==> src/rtl/interrupt_controller_pkg.sv <==
// Shared CPU constants and types used by the interrupt controller.
//   NBR_IRQS              : number of external IRQ lines
//   SYNC_STAGES           : flops in each IRQ input synchroniser
//   CPU_STATUS_IRQ_EN_BIT : position of the interrupt-enable bit in cpu_status
//   e_irq_state           : interrupt handshake FSM states
package interrupt_controller_pkg;

    localparam int unsigned NBR_IRQS              = 8;
    localparam int unsigned SYNC_STAGES           = 2;
    localparam int unsigned VECTOR_W              = 8;
    localparam int unsigned CPU_STATUS_IRQ_EN_BIT = 4;

    typedef enum logic [1:0] {
        IDLE = 2'd0,
        REQ  = 2'd1,
        ACKD = 2'd2
    } e_irq_state;

endpackage

==> src/rtl/interrupt_controller_irq_synchronizer.sv <==
// One IRQ line: SYNC_STAGES-flop synchroniser followed by a rising-edge detector.
//   clk, arst  : clock, asynchronous active-high reset
//   irq_in     : asynchronous request level
//   edge_pulse : one-cycle pulse per synchronised rising edge
module irq_synchronizer #(
    parameter int unsigned SYNC_STAGES = interrupt_controller_pkg::SYNC_STAGES
) (
    input  logic clk,
    input  logic arst,
    input  logic irq_in,
    output logic edge_pulse
);
    import interrupt_controller_pkg::*;

    logic [SYNC_STAGES-1:0] sync_q;
    logic                   prev_q;

    // Synchroniser chain plus one history flop for edge detection
    always_ff @(posedge clk or posedge arst) begin
        if (arst) begin
            sync_q <= '0;
            prev_q <= 1'b0;
        end else begin
            sync_q <= {sync_q[SYNC_STAGES-2:0], irq_in};
            prev_q <= sync_q[SYNC_STAGES-1];
        end
    end

    assign edge_pulse = sync_q[SYNC_STAGES-1] & ~prev_q;

endmodule

==> src/rtl/interrupt_controller.sv <==
// Interrupt controller: synchronises IRQ lines, latches pending bits, applies the
// mask register and CPU enable, and hands the lowest-index eligible vector to the
// trap microcode through a REQ/ACK handshake.
//   clk, arst      : clock, asynchronous active-high reset
//   irq_in         : asynchronous requests (rising edge = event)
//   data_in        : z_bus, mask register source
//   irq_masks_wrt  : active-low mask load strobe
//   int_ack        : trap microcode accepts the current winner
//   clear_all_ints : flush all pending bits
//   irq_enable     : cpu_status interrupt-enable bit
//   int_pending    : request to the microcode sequencer
//   int_vector     : zero-extended winning index, updated on acceptance
//   irq_masks      : mask register (1 = enabled)
//   irq_status     : raw pending bits
module interrupt_controller #(
    parameter int unsigned NBR_IRQS    = interrupt_controller_pkg::NBR_IRQS,
    parameter int unsigned SYNC_STAGES = interrupt_controller_pkg::SYNC_STAGES
) (
    input  logic                clk,
    input  logic                arst,
    input  logic [NBR_IRQS-1:0] irq_in,
    input  logic [7:0]          data_in,
    input  logic                irq_masks_wrt,
    input  logic                int_ack,
    input  logic                clear_all_ints,
    input  logic                irq_enable,
    output logic                int_pending,
    output logic [7:0]          int_vector,
    output logic [NBR_IRQS-1:0] irq_masks,
    output logic [NBR_IRQS-1:0] irq_status
);
    import interrupt_controller_pkg::*;

    localparam int unsigned IDX_W = (NBR_IRQS > 1) ? $clog2(NBR_IRQS) : 1;

    e_irq_state          state_q, state_d;
    logic [NBR_IRQS-1:0] pending_q, pending_d;
    logic [NBR_IRQS-1:0] masks_q;
    logic [7:0]          vector_q, vector_d;
    logic                int_pending_q, int_pending_d;
    logic [NBR_IRQS-1:0] edge_pulse;
    logic [NBR_IRQS-1:0] eligible;
    logic [IDX_W-1:0]    winner;
    logic                accept;

    // One synchroniser/edge detector per line
    for (genvar g = 0; g < int'(NBR_IRQS); g++) begin : g_sync
        irq_synchronizer #(
            .SYNC_STAGES (SYNC_STAGES)
        ) u_sync (
            .clk        (clk),
            .arst       (arst),
            .irq_in     (irq_in[g]),
            .edge_pulse (edge_pulse[g])
        );
    end

    assign eligible = pending_q & masks_q & {NBR_IRQS{irq_enable}};

    // Fixed priority: lowest index wins (scan downward so the last hit is the lowest)
    always_comb begin
        winner = '0;
        for (int i = int'(NBR_IRQS) - 1; i >= 0; i--) begin
            if (eligible[i]) begin
                winner = IDX_W'(i);
            end
        end
    end

    // Next-state, pending and vector logic; per-bit priority is clear > new edge > ack-clear
    always_comb begin
        state_d       = state_q;
        pending_d     = pending_q;
        vector_d      = vector_q;
        int_pending_d = 1'b0;
        accept        = 1'b0;

        case (state_q)
            IDLE: begin
                if (|eligible) begin
                    state_d = REQ;
                end
            end
            REQ: begin
                if (int_ack && (|eligible)) begin
                    accept  = 1'b1;
                    state_d = ACKD;
                end else if (!(|eligible)) begin
                    state_d = IDLE;
                end
            end
            ACKD: begin
                // Hold here until ack drops so one ack pulse accepts at most once
                if (!int_ack) begin
                    state_d = IDLE;
                end
            end
            default: state_d = IDLE;
        endcase

        if (accept && !clear_all_ints) begin
            vector_d          = 8'(winner);
            pending_d[winner] = 1'b0;
        end

        pending_d = pending_d | edge_pulse;

        if (clear_all_ints) begin
            state_d   = IDLE;
            pending_d = '0;
        end

        int_pending_d = (state_d == REQ);
    end

    // State and datapath registers
    always_ff @(posedge clk or posedge arst) begin
        if (arst) begin
            state_q       <= IDLE;
            pending_q     <= '0;
            masks_q       <= '0;
            vector_q      <= '0;
            int_pending_q <= 1'b0;
        end else begin
            state_q       <= state_d;
            pending_q     <= pending_d;
            vector_q      <= vector_d;
            int_pending_q <= int_pending_d;
            if (!irq_masks_wrt) begin
                masks_q <= data_in[NBR_IRQS-1:0];
            end
        end
    end

    assign int_pending = int_pending_q;
    assign int_vector  = vector_q;
    assign irq_masks   = masks_q;
    assign irq_status  = pending_q;

endmodule

==> config.mk <==
export PLATFORM = sky130hd
export DESIGN_NAME = interrupt_controller
export DESIGN_NICKNAME = d
export VERILOG_FILES = /design/src/rtl/interrupt_controller_pkg.sv /design/src/rtl/interrupt_controller_irq_synchronizer.sv /design/src/rtl/interrupt_controller.sv
export SDC_FILE = /design/constraint.sdc
export NUM_CORES = 1
export LEC_CHECK = 0
export ABC_AREA = 1
export BUFFER_PORTS_ARGS = -buffer_cell sky130_fd_sc_hd__buf_4
export CORE_MARGIN = 10
export CORE_UTILIZATION = 42
export CTS_CLUSTER_DIAMETER = 30
export DETAILED_ROUTE_END_ITERATION = 7
export PLACE_DENSITY = 0.69
export SYNTH_ARGS = -nofsm -noshare
export SYNTH_HDL_FRONTEND = slang
export SYNTH_SLANG_ARGS = --single-unit
==> constraint.sdc <==
create_clock -name clk -period 1.9 [get_ports clk]
set_clock_uncertainty 0.15 [all_clocks]
set_input_delay 0.285 -clock clk [delete_from_list [all_inputs] [get_ports clk]]
set_output_delay 0.285 -clock clk [all_outputs]
set_load 0.01 [all_outputs]
# Word level (Yosys, flattened, before mapping)
# Cells that the tools add are included.
# op_classes
n_lt_le_gt_ge,2
n_eq_ne,3
muxes,20
bitwise_logic,21
n_reduce_logical,6
# op_table
op,n
8-bit bitwise AND,3
3-bit two-way mux,8
8-bit two-way mux,2
2-bit two-way mux,5
1-bit bitwise AND,8
1-bit NOT,8
8-bit NOT,1
8-bit bitwise OR,1
8-bit OR reduction,1
2-bit case mux with 3 select lines,1
"2-bit by 1-bit == test with 1-bit output, second input constant",2
"3-bit by 4-bit < comparator with 1-bit output, second input constant",1
1-bit demux with 3-bit select,1
"3-bit by 1-bit greater-or-equal comparator with 1-bit output, second input constant",1
1-bit logical AND,3
1-bit two-way mux,3
"2-bit == test, second input constant",1
2-bit logical NOT,1
1-bit logical NOT,1
# word_totals
reg_bits,46
output_inout_bits,25

# Depth between registers and ports, before layout
# depth
ltp_word,19
mapped_depth,13
depth_no_buf,12

# Modules after synthesis
# A second synthesis with hierarchy kept.
# unflattened
hier_cells,174
hier_area_um2,1869.3
# by_module_without_submodules
module,instances,cells_each,area_each_um2
interrupt_controller,1,126,1158.6
irq_synchronizer,8,6,88.8

# Worst setup path after synthesis
# Ideal clock, no wire load.
# synth_path
path_type,register to register
startpoint,"register pending_q[0], in the netlist irq_status[0]"
endpoint,"register pending_q[7], in the netlist irq_status[7]"
setup_ns,0.143
t_arrival_ns,1.223
setup_slack_ns,0.384
stages_incl_launch_ff,11
n_path_buf,1
cell_sequence,dfrtp_1 nand3_4 nand2_2 nor2_2 nand2_2 nand2_2 nor2_2 buf_6 nand4_1 nand2_1 a21oi_2
# synth_between
elab_chain_cells,12
# synth_rtl
element,line,text
"start, declared",interrupt_controller.sv:37,"logic [NBR_IRQS-1:0] pending_q, pending_d;"
"start signal, assigned",interrupt_controller.sv:126,pending_q <= pending_d;
8-bit bitwise AND * (2 in series),interrupt_controller.sv:58,assign eligible = pending_q & masks_q & {NBR_IRQS{irq_enable}};
3-bit two-way mux,interrupt_controller.sv:64,if (eligible[i]) begin
3-bit by 4-bit < comparator with 1-bit output (implied by the code) / 3-bit by 1-bit greater-or-equal comparator with 1-bit output (equally long branches),interrupt_controller.sv:103,pending_d[winner] = 1'b0;
1-bit logical AND (implied by the code),interrupt_controller.sv:103,
1-bit two-way mux (implied by the code),interrupt_controller.sv:103,
1-bit demux with 3-bit select,interrupt_controller.sv:103,
8-bit NOT (no source line),-,
8-bit bitwise AND (no source line),-,
8-bit two-way mux *,interrupt_controller.sv:101,if (accept && !clear_all_ints) begin
8-bit bitwise OR *,interrupt_controller.sv:106,pending_d = pending_d | edge_pulse;
8-bit two-way mux *,interrupt_controller.sv:108,if (clear_all_ints) begin
net pending_d[7],interrupt_controller.sv:37,
# The timed path passes the listed nets; every way through them passes the cells marked *.
# A chain may end at the register's enable or synchronous reset.

# Final worst setup path
# layout_path
startpoint,"register masks_q[0], in the netlist irq_masks[0]"
endpoint,"register pending_q[5], in the netlist irq_status[5]"
# layout_between
elab_chain_cells,12
# layout_rtl
element,line,text
"start, declared",interrupt_controller.sv:38,logic [NBR_IRQS-1:0] masks_q;
"start signal, assigned",interrupt_controller.sv:130,masks_q <= data_in[NBR_IRQS-1:0];
8-bit bitwise AND * (2 in series),interrupt_controller.sv:58,
3-bit two-way mux,interrupt_controller.sv:64,
3-bit by 4-bit < comparator with 1-bit output (implied by the code) / 3-bit by 1-bit greater-or-equal comparator with 1-bit output (equally long branches),interrupt_controller.sv:103,
1-bit logical AND (implied by the code),interrupt_controller.sv:103,
1-bit two-way mux (implied by the code),interrupt_controller.sv:103,
1-bit demux with 3-bit select,interrupt_controller.sv:103,
8-bit NOT (no source line),-,
8-bit bitwise AND (no source line),-,
8-bit two-way mux *,interrupt_controller.sv:101,
8-bit bitwise OR *,interrupt_controller.sv:106,
8-bit two-way mux *,interrupt_controller.sv:108,
net pending_d[5],interrupt_controller.sv:37,
# Marks and branches as above.

==> impl_metrics.toml <==
[outcome]
status = "finished clean"

[routing]
wl_per_cell_microns = 13.2
drt_iter0_drc = 43
dr.pass1.iters = 4
dr_total_vias = 1213
drtAntennaViolNets = 0
vias_per_cell = 4.59
wirelength_mm = 3.47
drc = 0

[yosys]
synthArstFlopShare = 1.00
syn_area_sq_mm = 0.00179
synthTopCellsByCount = "dfrtp_1, nand2_1, inv_1"
synth_most_common_cell = "dfrtp_1"
synth-seq-cells = 46
synth_edf_count = 0
synthCells = 160
synth_ff_type = "dfrtp_1"
seq_area_frac_synth = 0.644
avgSynthCellArea_sq_um = 11.2
yosysWarnings = 0
yosysTopAreaCell = "dfrtp_1"
synth.area.top_cells = "dfrtp_1, nand2_1, mux2_2"
synth_top_cell_area_share = 0.644
synth_cell_type_count = 21

[worst_setup_path]
setup.worst_path.end_class = "flip-flop"
start_kind = "flip-flop"
critPathMostFrequentCell = "nand2_2"
worstPathCellList = "nand3_4, nand2_2, nor2_2, nand2_2, nand2_2, nor2_2, nand4_1, nand2_1, a21oi_2"
worstPathRequired_ns = 1.94
arrival_ns = 1.74
r2r_cells = 9
rr_startpoint = "irq_masks[0]$_DFFE_PP0N_"
max_stage_delay_ns = 0.42
cp_slowest_cell = "dfrtp_1"
reg2reg_slack_ns = 0.20
crit_family = "simple AND/OR/NAND/NOR gates"
cp_max_fo = 11
r2r_end = "irq_status[5]$_DFF_PP0_"
critical_path_class = "reg -> reg"
worstPathBufferInverterCount = 0

[finish]
final_util = 0.568
multi_input_area_sq_um = 531
syn2layout_area_growth_pct = 29.0
register_area_sq_mm = 0.00115
diodes = 0
n_fill_cell = 356
nets = 235
final_layout_size_suffix_gt1_frac = 0.364

[clock_network]
cts_resized = 0
cts.clk_slew.worst_paths_ns = 0.08
hold_buffers = 9
cts_made_buffers = 5
post_cts_buffers = 0
clkSinkCount = 46
cts_root_buf = "clkbuf_8"
cts_tree = "done"
htree_levels = 2
clockBufferDepth = 2
clk_latency_ns = 0.30

[floorplanning]
die_area_sq_mm = 0.00726
initial_utilization = 0.440
core_area_sq_mm = 0.00406
placementRows = 23
io-pin-count = 47
die_h_microns = 85.2
die_x_microns = 85.2

[sta]
holdWs_ns = 0.0586
fmax_ghz = 0.589
fin_crit_ns = 1.70
drv_slew = 0
setup_tns_ns = 0
setup_violations = 0
hold_viol_final = 0
fin_crit_sh = 0.894
grt_setup_unrepaired = "no"

[placed_design]
gp_congestion = 0.877
portBuffers = 41
place_hpwl_mm = 2.67

[hold_path]
holdCritStartpoint = "data_in[3]"
hp-class = "in -> reg"
holdPathStages = 2
holdPathEnd = "irq_masks[3]$_DFFE_PP0N_"

[global_route]
grt_pass1_vias = 1267
grtUsageTotal = 0.102
grt_start_max_net_pins = 26
overflow = 0
antenna_found_initial = 0
grt_first_pass_wirelength_mm = 5.94

[pwr]
power_density_mw_per_mm2 = 858
ir_drop_mv = 0.549
power_leakage_nw = 1.13

[flow_run]
maxCapViolCount = 0
-- layout by cell type (no fill, tap or decap), types with 3 or more instances in the layout --
cell type	n
a21oi_2	7
nand3_1	9
nand3_2	3
dlygate4sd3_1	9
a21oi_1	4
mux2_2	7
nor2_2	4
buf_4	41
nand2_1	37
nor2_1	6
inv_1	12
clkbuf_8	5
dfrtp_1	46
nand2_2	4
nand4_1	4
conb_1	5
-- cell type report --
| cell class | count | area share |
|---|---|---|
| multi-input cells | 95 | 0.230 |
| flip-flops and latches | 46 | 0.499 |
| repair buffers | 51 | 0.181 |
| inverters | 14 | 0.0228 |
| well taps | 50 | 0.0271 |
| clock inverters | 3 | 0.00923 |
| clock buffers | 5 | 0.0299 |
-- worst register-to-register path: cells and delay by family (launching register included) --
kind            cells  cell delay [ns]
simple gates        8             0.98
flops               1             0.42
compound gates      1             0.05
-- stage by stage --
step                      cell area, sq um  total power [mW]  instances  setup WS [ns]
after floorplan                       1800              1.27        164          0.377
after global placement                2120              1.39        247          0.182
after detailed placement              2120              1.40        247          0.143
after CTS                             2300              2.01        264          0.190
after global routing                  2300              2.10        264         0.0238
final                                 2300              1.98        264          0.201
-- state kept, by name, summed over array words and instances, names as in the netlist --
| signal | flops |
|---|---|
| g_sync.u_sync.prev_q | 8 |
| irq_masks | 8 |
| int_vector | 3 |
| int_pending | 1 |
| g_sync.u_sync.sync_q | 16 |
| state_q | 2 |
| irq_status | 8 |
-- where the power goes --
| part | leakage (nW) | switching [mW] | total (mW) | internal (mW) |
|---|---|---|---|---|
| registers | 0.559 | 0.0451 | 1.09 | 1.05 |
| logic | 0.529 | 0.149 | 0.294 | 0.145 |
| clock network | 0.0441 | 0.331 | 0.589 | 0.258 |
-- worst max-delay path by stage --
stage                        startpoint                           endpoint  slack, ns  depth (start not counted)
2_1_floorplan                      arst  g_sync[0].u_sync.prev_q$_DFF_PP0_       0.38                          1
3_3_place_gp                 irq_enable            irq_status[7]$_DFF_PP0_       0.18                         10
3_5_place_dp                 irq_enable            irq_status[0]$_DFF_PP0_       0.14                         10
4_1_cts         irq_status[0]$_DFF_PP0_            irq_status[5]$_DFF_PP0_       0.19                          9
5_1_grt        irq_masks[0]$_DFFE_PP0N_            irq_status[5]$_DFF_PP0_       0.02                          9
6_report       irq_masks[0]$_DFFE_PP0N_            irq_status[5]$_DFF_PP0_       0.20                          9
-- metal layers --
| layer | track usage | vias to the layer above | wire length [microns] |
|---|---|---|---|
| li1 | - | 605 | - |
| met2 | 0.169 | 29 | 1740 |
| met5 | 0 | - | 0 |
| met1 | 0.108 | 574 | 1390 |
| met4 | 0.0359 | 0 | 58 |
| met3 | 0.0554 | 5 | 287 |
-- cell families (layout without fill, tap and decap cells) --
| kind of cell | after synthesis | after routing | synth area share |
|---|---|---|---|
| DFF | 46 | 46 | 0.644 |
| and+or+nand+nor | 71 | 71 | 0.194 |
| other | 1 | 5 | 0.00210 |
| AOI/OAI and AO/OA | 12 | 12 | 0.0483 |
| muxes | 7 | 7 | 0.0441 |
| buffers and inverters | 23 | 73 | 0.0672 |
Note: power is estimated with default switching activity, not from simulation.
